==> config.mk <==
export PLATFORM = sky130hd
export DESIGN_NAME = puls_generator
export DESIGN_NICKNAME = d
export VERILOG_FILES = /design/src/rtl/puls_generator.sv
export SDC_FILE = /design/constraint.sdc
export NUM_CORES = 1
export LEC_CHECK = 0
export CORE_MARGIN = 2
export CORE_UTILIZATION = 49
export DETAILED_ROUTE_END_ITERATION = 6
export PLACE_DENSITY = 0.81
export SYNTH_ARGS = -nofsm -noshare
export SYNTH_HDL_FRONTEND = slang
export SYNTH_SLANG_ARGS = --single-unit
==> constraint.sdc <==
create_clock -name clk -period 6.73 [get_ports clk]
set_input_delay 1.346 -clock clk [delete_from_list [all_inputs] [get_ports clk]]
set_output_delay 1.346 -clock clk [all_outputs]
set_load 0.01 [all_outputs]
==> src/rtl/puls_generator.sv <==
// Pulse-train generator: emits pulse_count high phases of high_time cycles separated by
// low_time cycles, with abort (stop), completion strobe (done) and a pulse counter.
module puls_generator #(
  parameter int unsigned WIDTH = 8
) (
  input  logic             clk,
  input  logic             reset,
  input  logic             start,
  input  logic             stop,
  input  logic [WIDTH-1:0] high_time,
  input  logic [WIDTH-1:0] low_time,
  input  logic [WIDTH-1:0] pulse_count,
  output logic             signal,
  output logic             busy,
  output logic             done,
  output logic [WIDTH-1:0] pulses_sent
);

  localparam logic [WIDTH-1:0] One = WIDTH'(1);

  typedef enum logic [1:0] {StIdle, StHigh, StLow, StDone} state_e;

  state_e           state_q;
  logic [WIDTH-1:0] high_q;
  logic [WIDTH-1:0] low_q;
  logic [WIDTH-1:0] count_q;
  logic [WIDTH-1:0] phase_q;
  logic [WIDTH-1:0] eff_high;
  logic [WIDTH-1:0] eff_low;
  logic [WIDTH-1:0] sent_inc;

  // A zero time is treated as a one-cycle phase.
  assign eff_high = (high_time == '0) ? One : high_time;
  assign eff_low  = (low_time == '0) ? One : low_time;
  assign sent_inc = pulses_sent + One;

  always_ff @(posedge clk) begin
    if (reset) begin
      state_q     <= StIdle;
      signal      <= 1'b0;
      busy        <= 1'b0;
      done        <= 1'b0;
      pulses_sent <= '0;
      high_q      <= '0;
      low_q       <= '0;
      count_q     <= '0;
      phase_q     <= '0;
    end else begin
      done <= 1'b0;
      unique case (state_q)
        StIdle: begin
          if (start && !stop) begin
            high_q      <= eff_high;
            low_q       <= eff_low;
            count_q     <= pulse_count;
            pulses_sent <= '0;
            if (pulse_count == '0) begin
              // Empty train: pass through DONE, strobe comes one cycle later.
              state_q <= StDone;
            end else begin
              state_q <= StHigh;
              signal  <= 1'b1;
              busy    <= 1'b1;
              phase_q <= eff_high - One;
            end
          end
        end
        StHigh: begin
          if (stop) begin
            state_q <= StIdle;
            signal  <= 1'b0;
            busy    <= 1'b0;
          end else if (phase_q == '0) begin
            pulses_sent <= sent_inc;
            signal      <= 1'b0;
            if (sent_inc == count_q) begin
              state_q <= StDone;
              busy    <= 1'b0;
              done    <= 1'b1;
            end else begin
              state_q <= StLow;
              phase_q <= low_q - One;
            end
          end else begin
            phase_q <= phase_q - One;
          end
        end
        StLow: begin
          if (stop) begin
            state_q <= StIdle;
            busy    <= 1'b0;
          end else if (phase_q == '0) begin
            state_q <= StHigh;
            signal  <= 1'b1;
            phase_q <= high_q - One;
          end else begin
            phase_q <= phase_q - One;
          end
        end
        StDone: begin
          // done already high means the strobe has been shown; otherwise show it now.
          if (done || stop) begin
            state_q <= StIdle;
          end else begin
            done <= 1'b1;
          end
        end
        default: state_q <= StIdle;
      endcase
    end
  end

endmodule
Word-level counts from Yosys, hierarchy flattened
Index checks and enable logic that the tools add are counted.
W data, S select, Z words.
Cells by class
  eq/ne operators: 16
  reductions and logical operators: 16
  $add $sub $neg: 5
  mux-type cells: 40
Operators with widths (count)
  $mux W8: 12
  $logic_not A8 Y1: 4
  $sub A8 B1 Y8 const B: 4
  $pmux W8 S3: 1
  $reduce_and A6 Y1: 3
  $ne A2 B2 Y1 const B: 8
  $pmux W8 S2: 1
  $mux W1: 15
  $mux W2: 7
  $ne A3 B3 Y1 const B: 4
  $add A8 B1 Y8 const B: 1
  $eq A8 B8 Y1: 1
  $pmux W2 S4: 1
  $reduce_and A4 Y1: 2
  $pmux W1 S3: 2
  $eq A2 B2 Y1 const B: 2
  $reduce_bool A3 Y1: 1
  $eq A2 B1 Y1 const B: 1
  $logic_not A2 Y1: 1
  $pmux W1 S2: 1
  $reduce_and A2 Y1: 1
  $reduce_bool A2 Y1: 1
  $logic_and A1 B1 Y1: 1
  $logic_not A1 Y1: 1
  $logic_or A1 B1 Y1: 1
Word-level totals
  word-level logic and storage cells: 86
  flip-flop bits (word level): 45

Logic depth before layout (Yosys ltp)
Gate-level depths: netlist (run 1).
  depth after elaboration: 6
  mapped depth: 10

Least setup slack after synthesis (run 1)
No wires, ideal clock.
  path type: in2reg
  from: in high_time[3]
  to: reg phase_q[6]
  stages on the path: 7
  setup slack: 3.801 ns
  setup time: 0.122 ns
  arrival: 2.807 ns
  path buffers: 0
  cell sequence: nor4_1 -> a31oi_1 -> ha_1 -> nand2_1 -> xor2_1 -> o22ai_1 -> o311a_1
Between the ends
  word-level cells in the longest chain between the ends: 6
Ends and longest elaborated chain
  start: declaration: line 10  | input logic [WIDTH-1:0] high_time,
  $logic_not A8 Y1: line 33  | assign eff_high = (high_time == '0) ? One : high_time;
  $mux W8 (*): line 33
  $sub A8 B1 Y8 (*): line 64  | phase_q <= eff_high - One;
  $mux W8 (*): line 57  | if (pulse_count == '0) begin
  $mux W8 (*): line 52  | if (start && !stop) begin
  $pmux W8 S3 (*): line 50  | unique case (state_q)
  end signal: assignment: line 64
  end signal: assignment: line 82  | phase_q <= low_q - One;
  end signal: assignment: line 85  | phase_q <= phase_q - One;
  end: declaration: line 27  | logic [WIDTH-1:0] phase_q;
Every way passes the cells marked *; elsewhere a longest branch is shown, timed or not. The select of a mux whose other input is x is not followed.
A chain may end at the register's enable or synchronous reset.

Worst setup path in the final report (run 1)
  from: in high_time[2]
  to: reg phase_q[4]
The elaborated chain is that of the path after synthesis.

==> impl_metrics.env, run 1 <==
export IMPL_status="complete, no violations"
export IMPL_worstPathArrival_ns=3.78
export IMPL_row_count=27
export IMPL_drv_cap=0
export IMPL_cp_end_kind="register"
export IMPL_clock_skew_ns=0.00892
export IMPL_period_minus_slack_ns=3.54
export IMPL_clock_root_buffer="clkbuf_8"
export IMPL_cp_num_buf_inv=1
export IMPL_hold_viol=0
export IMPL_finalCritPeriodShare_pct=52.6
export IMPL_ys_ff_latch=45
export IMPL_setup_violations=0
export IMPL_grt_use_total_pct=23.1
export IMPL_cts_sinks=45
export IMPL_grt_pass1_vias=2460
export IMPL_stdcell_area_um2=3370
export IMPL_area_growth_synth_to_final_pct=17.2
export IMPL_startpoint_type="input port"
export IMPL_required_ns=6.97
export IMPL_gr_total_overflow=0
export IMPL_syn_area_per_cell_um2=7.51
export IMPL_finalSetupTns_ns=0
export IMPL_cp_max_fo=5
export IMPL_pin_count=39
export IMPL_diodes=0
export IMPL_rsz0062_at_grt="false"
export IMPL_initial_utilization_pct=51.6
export IMPL_synth_top_area_share_pct=31.3
export IMPL_vias=2848
export IMPL_postRouteAntennaNets=0
export IMPL_synth_edff_count=0
export IMPL_synth_cell_type_count=59
export IMPL_drt_total_wl_mm=7.15
export IMPL_antenna_found_initial=0
export IMPL_synth_most_common_cell="nand2_1"
export IMPL_cp_top_family="simple AND/OR/NAND/NOR gates"
export IMPL_synth_area_um2=2880
export IMPL_drive_above_1_share_pct=7.04
export IMPL_critPathMostFrequentCell="a31oi_1"
export IMPL_cts_buffer_depth=2
export IMPL_nNetsFinal=449
export IMPL_clock_latency_ns=0.31
export IMPL_place_area_um2=3280
export IMPL_yosysWarnings=0
export IMPL_synth_area_leaders="dfxtp_1 (31%), nand2_1 (9.0%), a21oi_1 (7.8%)"
export IMPL_cp_slowest_stage_delay_ns=0.65
export IMPL_peakVddDrop_uv=116
export IMPL_netlist_instances=383
export IMPL_syn_num_nets=421
export IMPL_hp_class="register to register"
export IMPL_gp_congestion=0.864
export IMPL_ctsResizeCount=0
export IMPL_cts_buffers=5
export IMPL_drc=0
export IMPL_clock_fmax_mhz=282
export IMPL_die_h_um=80.6
export IMPL_die_x_um=80.6
export IMPL_cts_clk_slew_worst_paths_ns=0.09
export IMPL_yosysSeqAreaShare_pct=31.3
export IMPL_slowest_stage="nor4_1"
export IMPL_dp_slack_ns=3.00
export IMPL_synth_top_flop_cell="dfxtp_1"
export IMPL_worstPathCellList="clkdlybuf4s50_1 > nor4_1 > a31oi_1 > ha_1 > nand2_1 > xnor2_1 > o21ai_0 > a31oi_1 > nand3_1 > a21oi_1"
export IMPL_cts_hold_buf=0
export IMPL_slew_headroom_pct=43.0
export IMPL_fp_dieArea_um2=6500
export IMPL_port_buffers=38
export IMPL_ys_top_cells_by_count="nand2_1 (69), a21oi_1 (45), dfxtp_1 (45), nor2_1 (27), inv_1 (17)"
export IMPL_firstDrtPassIters=5
export IMPL_slew_violations=0
export IMPL_worst_slew_pin_slew_ns=0.852
export IMPL_grt_pass1_wl_mm=11.8
export IMPL_drtIter0Drc=294
export IMPL_cts_setup_buffers=0
export IMPL_wl_per_cell_um=14.8
export IMPL_core_um2=5570
export IMPL_synth_area_leader_cell="dfxtp_1"
export IMPL_power_density_nw_per_um2=241
export IMPL_async_flop_share_pct=0
export IMPL_hpwl_mm=5.21
export IMPL_grt_max_degree=48
export IMPL_criticalPathCategory="input port to register"
export IMPL_htreeDepth=2
export IMPL_viasPerCell=5.88
export IMPL_leakagePower_nw=1.21
export IMPL_cts_tree="done"
export IMPL_layout_setup_ws_ns=3.19
[per-stage QoR]
| step | std cells | util, % | total power [mW] | hold slack, ns |
|---|---|---|---|---|
| 6_report | 484 | 60.5 | 0.814 | 0.464 |
| 4_1_cts | 484 | 60.5 | 0.810 | 0.467 |
| 3_5_place_dp | 476 | 58.8 | 0.632 | 0.453 |
| 2_1_floorplan | 383 | - | 0.555 | 0.444 |
| 5_1_grt | 484 | 60.5 | 0.863 | 0.497 |
| 3_3_place_gp | 476 | 58.8 | 0.625 | 0.452 |
[where the power goes]
part | switching, mW | total (mW) | internal, mW
sequential | 0.0289 | 0.319 | 0.290
clock | 0.103 | 0.179 | 0.0758
combinational | 0.186 | 0.316 | 0.130
total | 0.318 | 0.814 | 0.495
[per-layer routing]
metal | global-route usage [%] | share of wire [%] | wire (um)
met1 | 33.1 | 46 | 3290
met2 | 35.8 | 46 | 3290
met3 | 3.37 | 6.0 | 427
met4 | 6.78 | 1.8 | 132
met5 | 0 | 0 | 0
[worst min-delay path, cell delays in order (launching register included)]
cell and delay, ns:
dfxtp_1 0.32, inv_1 0.06, a211oi_2 0.05
[state kept, by name, indices dropped and copies added, names as in the netlist]
signal,flops
high_q,8
state_q,2
signal,1
count_q,8
done,1
low_q,8
busy,1
pulses_sent,8
phase_q,8
[layout make-up]
cell class,instances,area (um2)
clock buffers,5,68.8
clock inverters,3,26.3
fillers,512,2200
inverters,17,63.8
multi-input cells,303,1840
flip-flops and latches,45,901
well taps,72,90.1
repair buffers,39,388
[layout by cell type (no fill, tap or decap), types with 3 or more instances in the layout]
cell type,instances
nand2_1,69
a21oi_1,45
dfxtp_1,45
clkdlybuf4s50_1,38
nor2_1,27
inv_1,17
nor3_1,14
xnor2_1,12
xor2_1,12
o21ai_0,11
nand3_1,10
ha_1,10
o21ai_1,8
a31oi_1,6
nor4_1,5
a211oi_1,5
a22oi_1,5
clkbuf_8,5
or3_1,4
nor3b_1,4
nand2_2,3
or4_1,3
mux2_2,3
o31ai_1,3
[final timing paths]
| kind | from | slack [ns] | cells past startpoint | to |
|---|---|---|---|---|
| worst min-delay path | busy | 0.46 | 2 | busy |
| worst min register to register | busy | 0.46 | 2 | busy |
| worst max-delay path | high_time[2] | 3.19 | 10 | phase_q[4] |
| worst max register to register | phase_q[0] | 3.92 | 8 | phase_q[6] |
[kinds of logic after synthesis]
kind of cell             count (synthesis)  share of synthesized area (%)
AND/OR/NAND/NOR                        158                           26.8
AO/OA/AOI/OAI                          106                           23.5
flip-flops                              45                           31.3
buffers and inverters                   35                           4.91
XOR/XNOR                                24                           7.30
adder cells (fa/ha/maj)                 10                           4.35
multiplexers                             5                           1.87
Note: power is estimated with default switching activity, not from simulation.
==> inputs of run 2 (changes only) <==
--- a/config.mk
+++ b/config.mk
@@ -8,7 +8,7 @@
 export CORE_MARGIN = 2
 export CORE_UTILIZATION = 49
 export DETAILED_ROUTE_END_ITERATION = 6
-export PLACE_DENSITY = 0.81
+export PLACE_DENSITY = 0.84
 export SYNTH_ARGS = -nofsm -noshare
 export SYNTH_HDL_FRONTEND = slang
 export SYNTH_SLANG_ARGS = --single-unit
==> constraint.sdc (replaced) <==
create_clock -name clk -period 3 [get_ports clk]
set_input_delay 0.6 -clock clk [delete_from_list [all_inputs] [get_ports clk]]
set_output_delay 0.6 -clock clk [all_outputs]
set_load 0.01 [all_outputs]
==> run 2 against run 1 <==
Clock skew fell by 0.0024 ns. Sequential power rose by 120%. Critical path type is now register to register. Via count rose by 1.9%. Power rose by 130%. Non-clock buffer count rose by 6. Count of clock-buffer cells in the layout did not move. Largest power group is now combinational logic. Critical path depth fell by 2. Final cell count rose by 1.2%. Worst setup slack got worse by 2.9 ns.
==> impl_metrics.env, run 2 (same netlist as run 1, synthesis figures left out) <==
export IMPL_port_buffers=38
export IMPL_period_minus_slack_ns=2.75
export IMPL_cts_sinks=45
export IMPL_clock_fmax_mhz=363
export IMPL_initial_utilization_pct=51.6
export IMPL_total_power_mw=1.85
export IMPL_required_ns=3.22
export IMPL_finalSetupTns_ns=0
export IMPL_hold_viol=0
export IMPL_drtIter0Drc=269
export IMPL_drv_cap=0
export IMPL_clock_skew_ns=0.00656
export IMPL_diodes=0
export IMPL_postRouteAntennaNets=0
export IMPL_htreeDepth=2
export IMPL_grt_max_degree=47
export IMPL_slowest_stage="or4_4"
export IMPL_peakVddDrop_uv=298
export IMPL_hp_class="register to register"
export IMPL_layout_commonest_cell="nand2_1"
export IMPL_nFillCells=485
export IMPL_dp_cells=482
export IMPL_setup_violations=0
export IMPL_cp_max_fo=13
export IMPL_cts_buffers=5
export IMPL_worstPathArrival_ns=2.98
export IMPL_rsz0062_at_grt="false"
export IMPL_cts_tree="done"
export IMPL_drc=0
export IMPL_clock_latency_ns=0.31
export IMPL_worst_slew_pin_slew_ns=0.616
export IMPL_cts_clk_slew_worst_paths_ns=0.10
export IMPL_cp_num_buf_inv=1
export IMPL_criticalPathCategory="register to register"
export IMPL_cp_end_kind="register"
export IMPL_grt_use_total_pct=23.6
export IMPL_vias=2903
export IMPL_pin_count=39
export IMPL_cts_setup_buffers=0
export IMPL_startpoint_type="register"
export IMPL_holdWs_ns=0.466
export IMPL_grt_pass1_vias=2542
export IMPL_hpwl_mm=5.32
export IMPL_power_density_nw_per_um2=541
export IMPL_row_count=27
export IMPL_wl_per_cell_um=14.6
export IMPL_antenna_found_initial=0
export IMPL_cp_slowest_stage_delay_ns=0.57
export IMPL_slew_headroom_pct=58.6
export IMPL_viasPerCell=5.92
export IMPL_worstPathCellList="inv_1 > ha_1 > or4b_4 > or4_4 > o221ai_1 > o21ai_1 > or4_1 > o31ai_1"
export IMPL_status="complete, no violations"
export IMPL_area_growth_synth_to_final_pct=18.7
export IMPL_cp_top_family="simple AND/OR/NAND/NOR gates"
export IMPL_die_x_um=80.6
export IMPL_gr_total_overflow=0
export IMPL_finalCritPeriodShare_pct=91.7
export IMPL_fp_dieArea_um2=6500
export IMPL_ctsResizeCount=0
export IMPL_die_h_um=80.6
export IMPL_drive_above_1_share_pct=8.37
export IMPL_drt_total_wl_mm=7.17
export IMPL_cts_hold_buf=0
export IMPL_slew_violations=0
export IMPL_clock_root_buffer="clkbuf_8"
export IMPL_firstDrtPassIters=5
export IMPL_final_cell_mix="nand2_1 (69), a21oi_1 (45), dfxtp_1 (45)"
export IMPL_nNetsFinal=455
export IMPL_cts_buffer_depth=2
export IMPL_leakagePower_nw=1.24
export IMPL_core_um2=5570
export IMPL_gp_congestion=0.946
export IMPL_fin_cells=490
export IMPL_grt_pass1_wl_mm=12.0
run 2: changes by cell type in the layout (fill, tap and decap cells not counted):
cell / change
clkinv_4: -2
inv_6: +1
buf_4: +6
clkinvlp_4: +1
run 2: final timing paths:
path,start,to,slack [ns],depth (start not counted)
setup reg to reg,phase_q[0],phase_q[0],0.25,8
hold / removal,busy,busy,0.47,2
setup / recovery,phase_q[0],phase_q[0],0.25,8
hold reg to reg,busy,busy,0.47,2
run 2: cell type report:
| class | instances | area, um2 | share of cell area, % |
|---|---|---|---|
| clock inverters | 3 | 25.0 | 0.732 |
| repair buffers | 45 | 433 | 12.7 |
| inverters | 17 | 63.8 | 1.87 |
| clock buffers | 5 | 68.8 | 2.01 |
| flip-flops and latches | 45 | 901 | 26.4 |
| multi-input cells | 303 | 1840 | 53.7 |
| well taps | 72 | 90.1 | 2.64 |
run 2: routing by layer:
metal / share of wire, % / global-route usage (%) / vias up
met3: 6.3 / 3.82 / 13
met5: 0 / 0 / -
met2: 45 / 35.7 / 126
met4: 1.9 / 8.64 / 0
li1: - / - / 1424
met1: 47 / 33.5 / 1340
run 2: per-stage QoR:
stage                     setup slack (ns)  area, um2  utilization [%]
after global placement               0.336       3320             59.6
final                                0.248       3420             61.3
after detailed placement             0.291       3320             59.6
after floorplan                      0.509       2880                -
after CTS                            0.308       3420             61.3
after global routing                 0.121       3420             61.3
run 2: tightest hold or removal path, cell delays in order, from the launching register on:
cell and delay (ns):
dfxtp_1 0.32, inv_1 0.06, a211oi_2 0.05
run 2: where the power goes:
group          total [mW]  switching, mW  internal (mW)  leakage, nW
clock               0.413          0.243          0.170       0.0452
sequential          0.716         0.0649          0.651        0.367
combinational       0.720          0.422          0.298        0.825
total                1.85          0.730           1.12         1.24
==> inputs of run 3 (changes only) <==
--- a/config.mk
+++ b/config.mk
@@ -9,6 +9,8 @@
 export CORE_UTILIZATION = 49
 export DETAILED_ROUTE_END_ITERATION = 6
 export PLACE_DENSITY = 0.84
+export RECOVER_POWER = 100
+export SKIP_LAST_GASP = 1
 export SYNTH_ARGS = -nofsm -noshare
 export SYNTH_HDL_FRONTEND = slang
 export SYNTH_SLANG_ARGS = --single-unit
==> run 3 against run 2 <==
Fmax is 2.2% lower. Critical path depth unchanged. Global-route usage stayed put. Worst hold slack worse by 0.0027 ns. Critical endpoint unchanged. Largest cell class unchanged. Largest power group is now sequential cells.
==> impl_metrics.env, run 3 (same netlist as run 1, synthesis figures left out) <==
export IMPL_status="complete, no violations"
export IMPL_required_ns=3.22
export IMPL_gp_congestion=0.946
export IMPL_dr_max_layer_used="met4"
export IMPL_rsz0062_at_grt="false"
export IMPL_rr_endpoint="phase_q[0]"
export IMPL_drc=0
export IMPL_drive_above_1_share_pct=6.94
export IMPL_grt_pass1_vias=2542
export IMPL_initial_utilization_pct=51.6
export IMPL_die_x_um=80.6
export IMPL_layout_setup_ws_ns=0.186
export IMPL_viasPerCell=5.83
export IMPL_finalCritPeriodShare_pct=93.8
export IMPL_cp_slowest_stage_delay_ns=0.59
export IMPL_final_util_pct=60.9
export IMPL_period_minus_slack_ns=2.81
export IMPL_worstPathCellList="inv_1 > ha_1 > or4b_1 > or4_4 > o221ai_1 > o21ai_1 > or4_1 > o31ai_1"
export IMPL_cts_tree="done"
export IMPL_fp_dieArea_um2=6500
export IMPL_postRouteAntennaNets=0
export IMPL_fin_cells=490
export IMPL_min_delay_start="busy"
export IMPL_slew_headroom_pct=59.0
export IMPL_cp_max_fo=13
export IMPL_cts_clk_slew_worst_paths_ns=0.10
export IMPL_grt_max_degree=47
export IMPL_total_power_mw=1.83
export IMPL_wl_per_cell_um=14.6
export IMPL_criticalPathCategory="register to register"
export IMPL_grt_pass1_wl_mm=12.0
export IMPL_drv_cap=0
export IMPL_firstDrtPassIters=5
export IMPL_port_buffers=38
export IMPL_ctsResizeCount=0
export IMPL_wl_met1_mm=3.40
export IMPL_place_area_um2=3320
export IMPL_drt_total_wl_mm=7.16
export IMPL_hp_class="register to register"
export IMPL_grt_use_total_pct=23.6
export IMPL_antenna_found_initial=0
export IMPL_diodes=0
export IMPL_finalSetupTns_ns=0
export IMPL_clock_fmax_mhz=355
export IMPL_cts_sinks=45
export IMPL_setup_violations=0
export IMPL_leakagePower_nw=1.26
export IMPL_vias=2858
export IMPL_power_density_nw_per_um2=539
export IMPL_final_cell_mix="nand2_1 (70), a21oi_1 (45), dfxtp_1 (45)"
export IMPL_pin_count=39
export IMPL_stdcell_area_um2=3390
export IMPL_holdPathStages=2
export IMPL_route_met2_wl_mm=3.22
export IMPL_slowest_stage="or4_4"
export IMPL_hpwl_mm=5.32
export IMPL_cts_buffer_depth=2
export IMPL_layout_commonest_cell="nand2_1"
export IMPL_clock_root_buffer="clkbuf_8"
export IMPL_slew_violations=0
export IMPL_wl_met3_um=383
export IMPL_hold_viol=0
export IMPL_cts_setup_buffers=0
export IMPL_gr_total_overflow=0
export IMPL_ff2ff_path_depth=8
export IMPL_holdWs_ns=0.464
export IMPL_area_growth_synth_to_final_pct=18.0
export IMPL_nNetsFinal=455
export IMPL_drtIter0Drc=216
export IMPL_startpoint_type="register"
export IMPL_cts_hold_buf=0
export IMPL_cp_end_kind="register"
export IMPL_clock_latency_ns=0.31
export IMPL_worstPathArrival_ns=3.04
export IMPL_cts_buffers=5
export IMPL_die_h_um=80.6
export IMPL_clock_skew_ns=0.00526
export IMPL_row_count=27
export IMPL_worst_slew_pin_slew_ns=0.610
export IMPL_reg2reg_from="phase_q[0]"
export IMPL_core_um2=5570
export IMPL_hold_path_endpoint="busy"
export IMPL_peakVddDrop_uv=297
export IMPL_htreeDepth=2
export IMPL_dp_cells=482
export IMPL_rrSetupSlack_ns=0.19
export IMPL_dp_slack_ns=0.291
## run 3: changes by cell type in the layout (fill, tap and decap cells not counted)
| cell | change |
|---|---|
| clkdlybuf4s50_1 | -12 |
| dlygate4sd3_1 | +12 |
| or4b_4 | -1 |
| or4b_1 | +1 |
| o211ai_1 | +1 |
| o21ai_1 | -2 |
| o211ai_2 | -1 |
| o21ai_0 | +2 |
| nand2_2 | -1 |
| nand2_1 | +1 |
| clkbuf_1 | +3 |
| buf_4 | -3 |
## run 3: power by group
part           total, mW  switching, mW  internal, mW  leakage [nW]
Combinational      0.701          0.417         0.284         0.849
Sequential         0.714         0.0634         0.651         0.367
Clock              0.413          0.243         0.170        0.0452
Total               1.83          0.723          1.11          1.26
## run 3: worst max path at each step
stage	start	to	slack (ns)	depth (start not counted)
finish	phase_q[0]	phase_q[0]	0.19	8
CTS	phase_q[0]	phase_q[0]	0.31	8
detailed placement	high_time[2]	phase_q[6]	0.29	8
global route	phase_q[0]	pulses_sent[2]	0.07	8
floorplan	pulses_sent[0]	phase_q[6]	0.51	9
global placement	phase_q[0]	phase_q[0]	0.34	8
## run 3: final cells by class
| class | instances | area [um2] |
|---|---|---|
| Tap cell | 72 | 90.1 |
| Clock buffer | 5 | 68.8 |
| Clock inverter | 3 | 25.0 |
| Multi-Input combinational cell | 303 | 1820 |
| Timing Repair Buffer | 45 | 422 |
| Sequential cell | 45 | 901 |
| Fill cell | 489 | 2180 |
| Inverter | 17 | 63.8 |
## run 3: critical path: cells and delay by family (launching register included)
family,cells,cell delay (ns)
flops,1,0.35
compound gates,3,0.46
buf+inv,1,0.10
simple gates,3,1.59
fa+ha+maj,1,0.21
## run 3: layer usage
layer / vias to the layer above / track usage (%)
met1: 1325 / 33.5
met2: 96 / 35.7
met3: 13 / 3.82
met4: 0 / 8.64
met5: - / 0
li1: 1424 / -
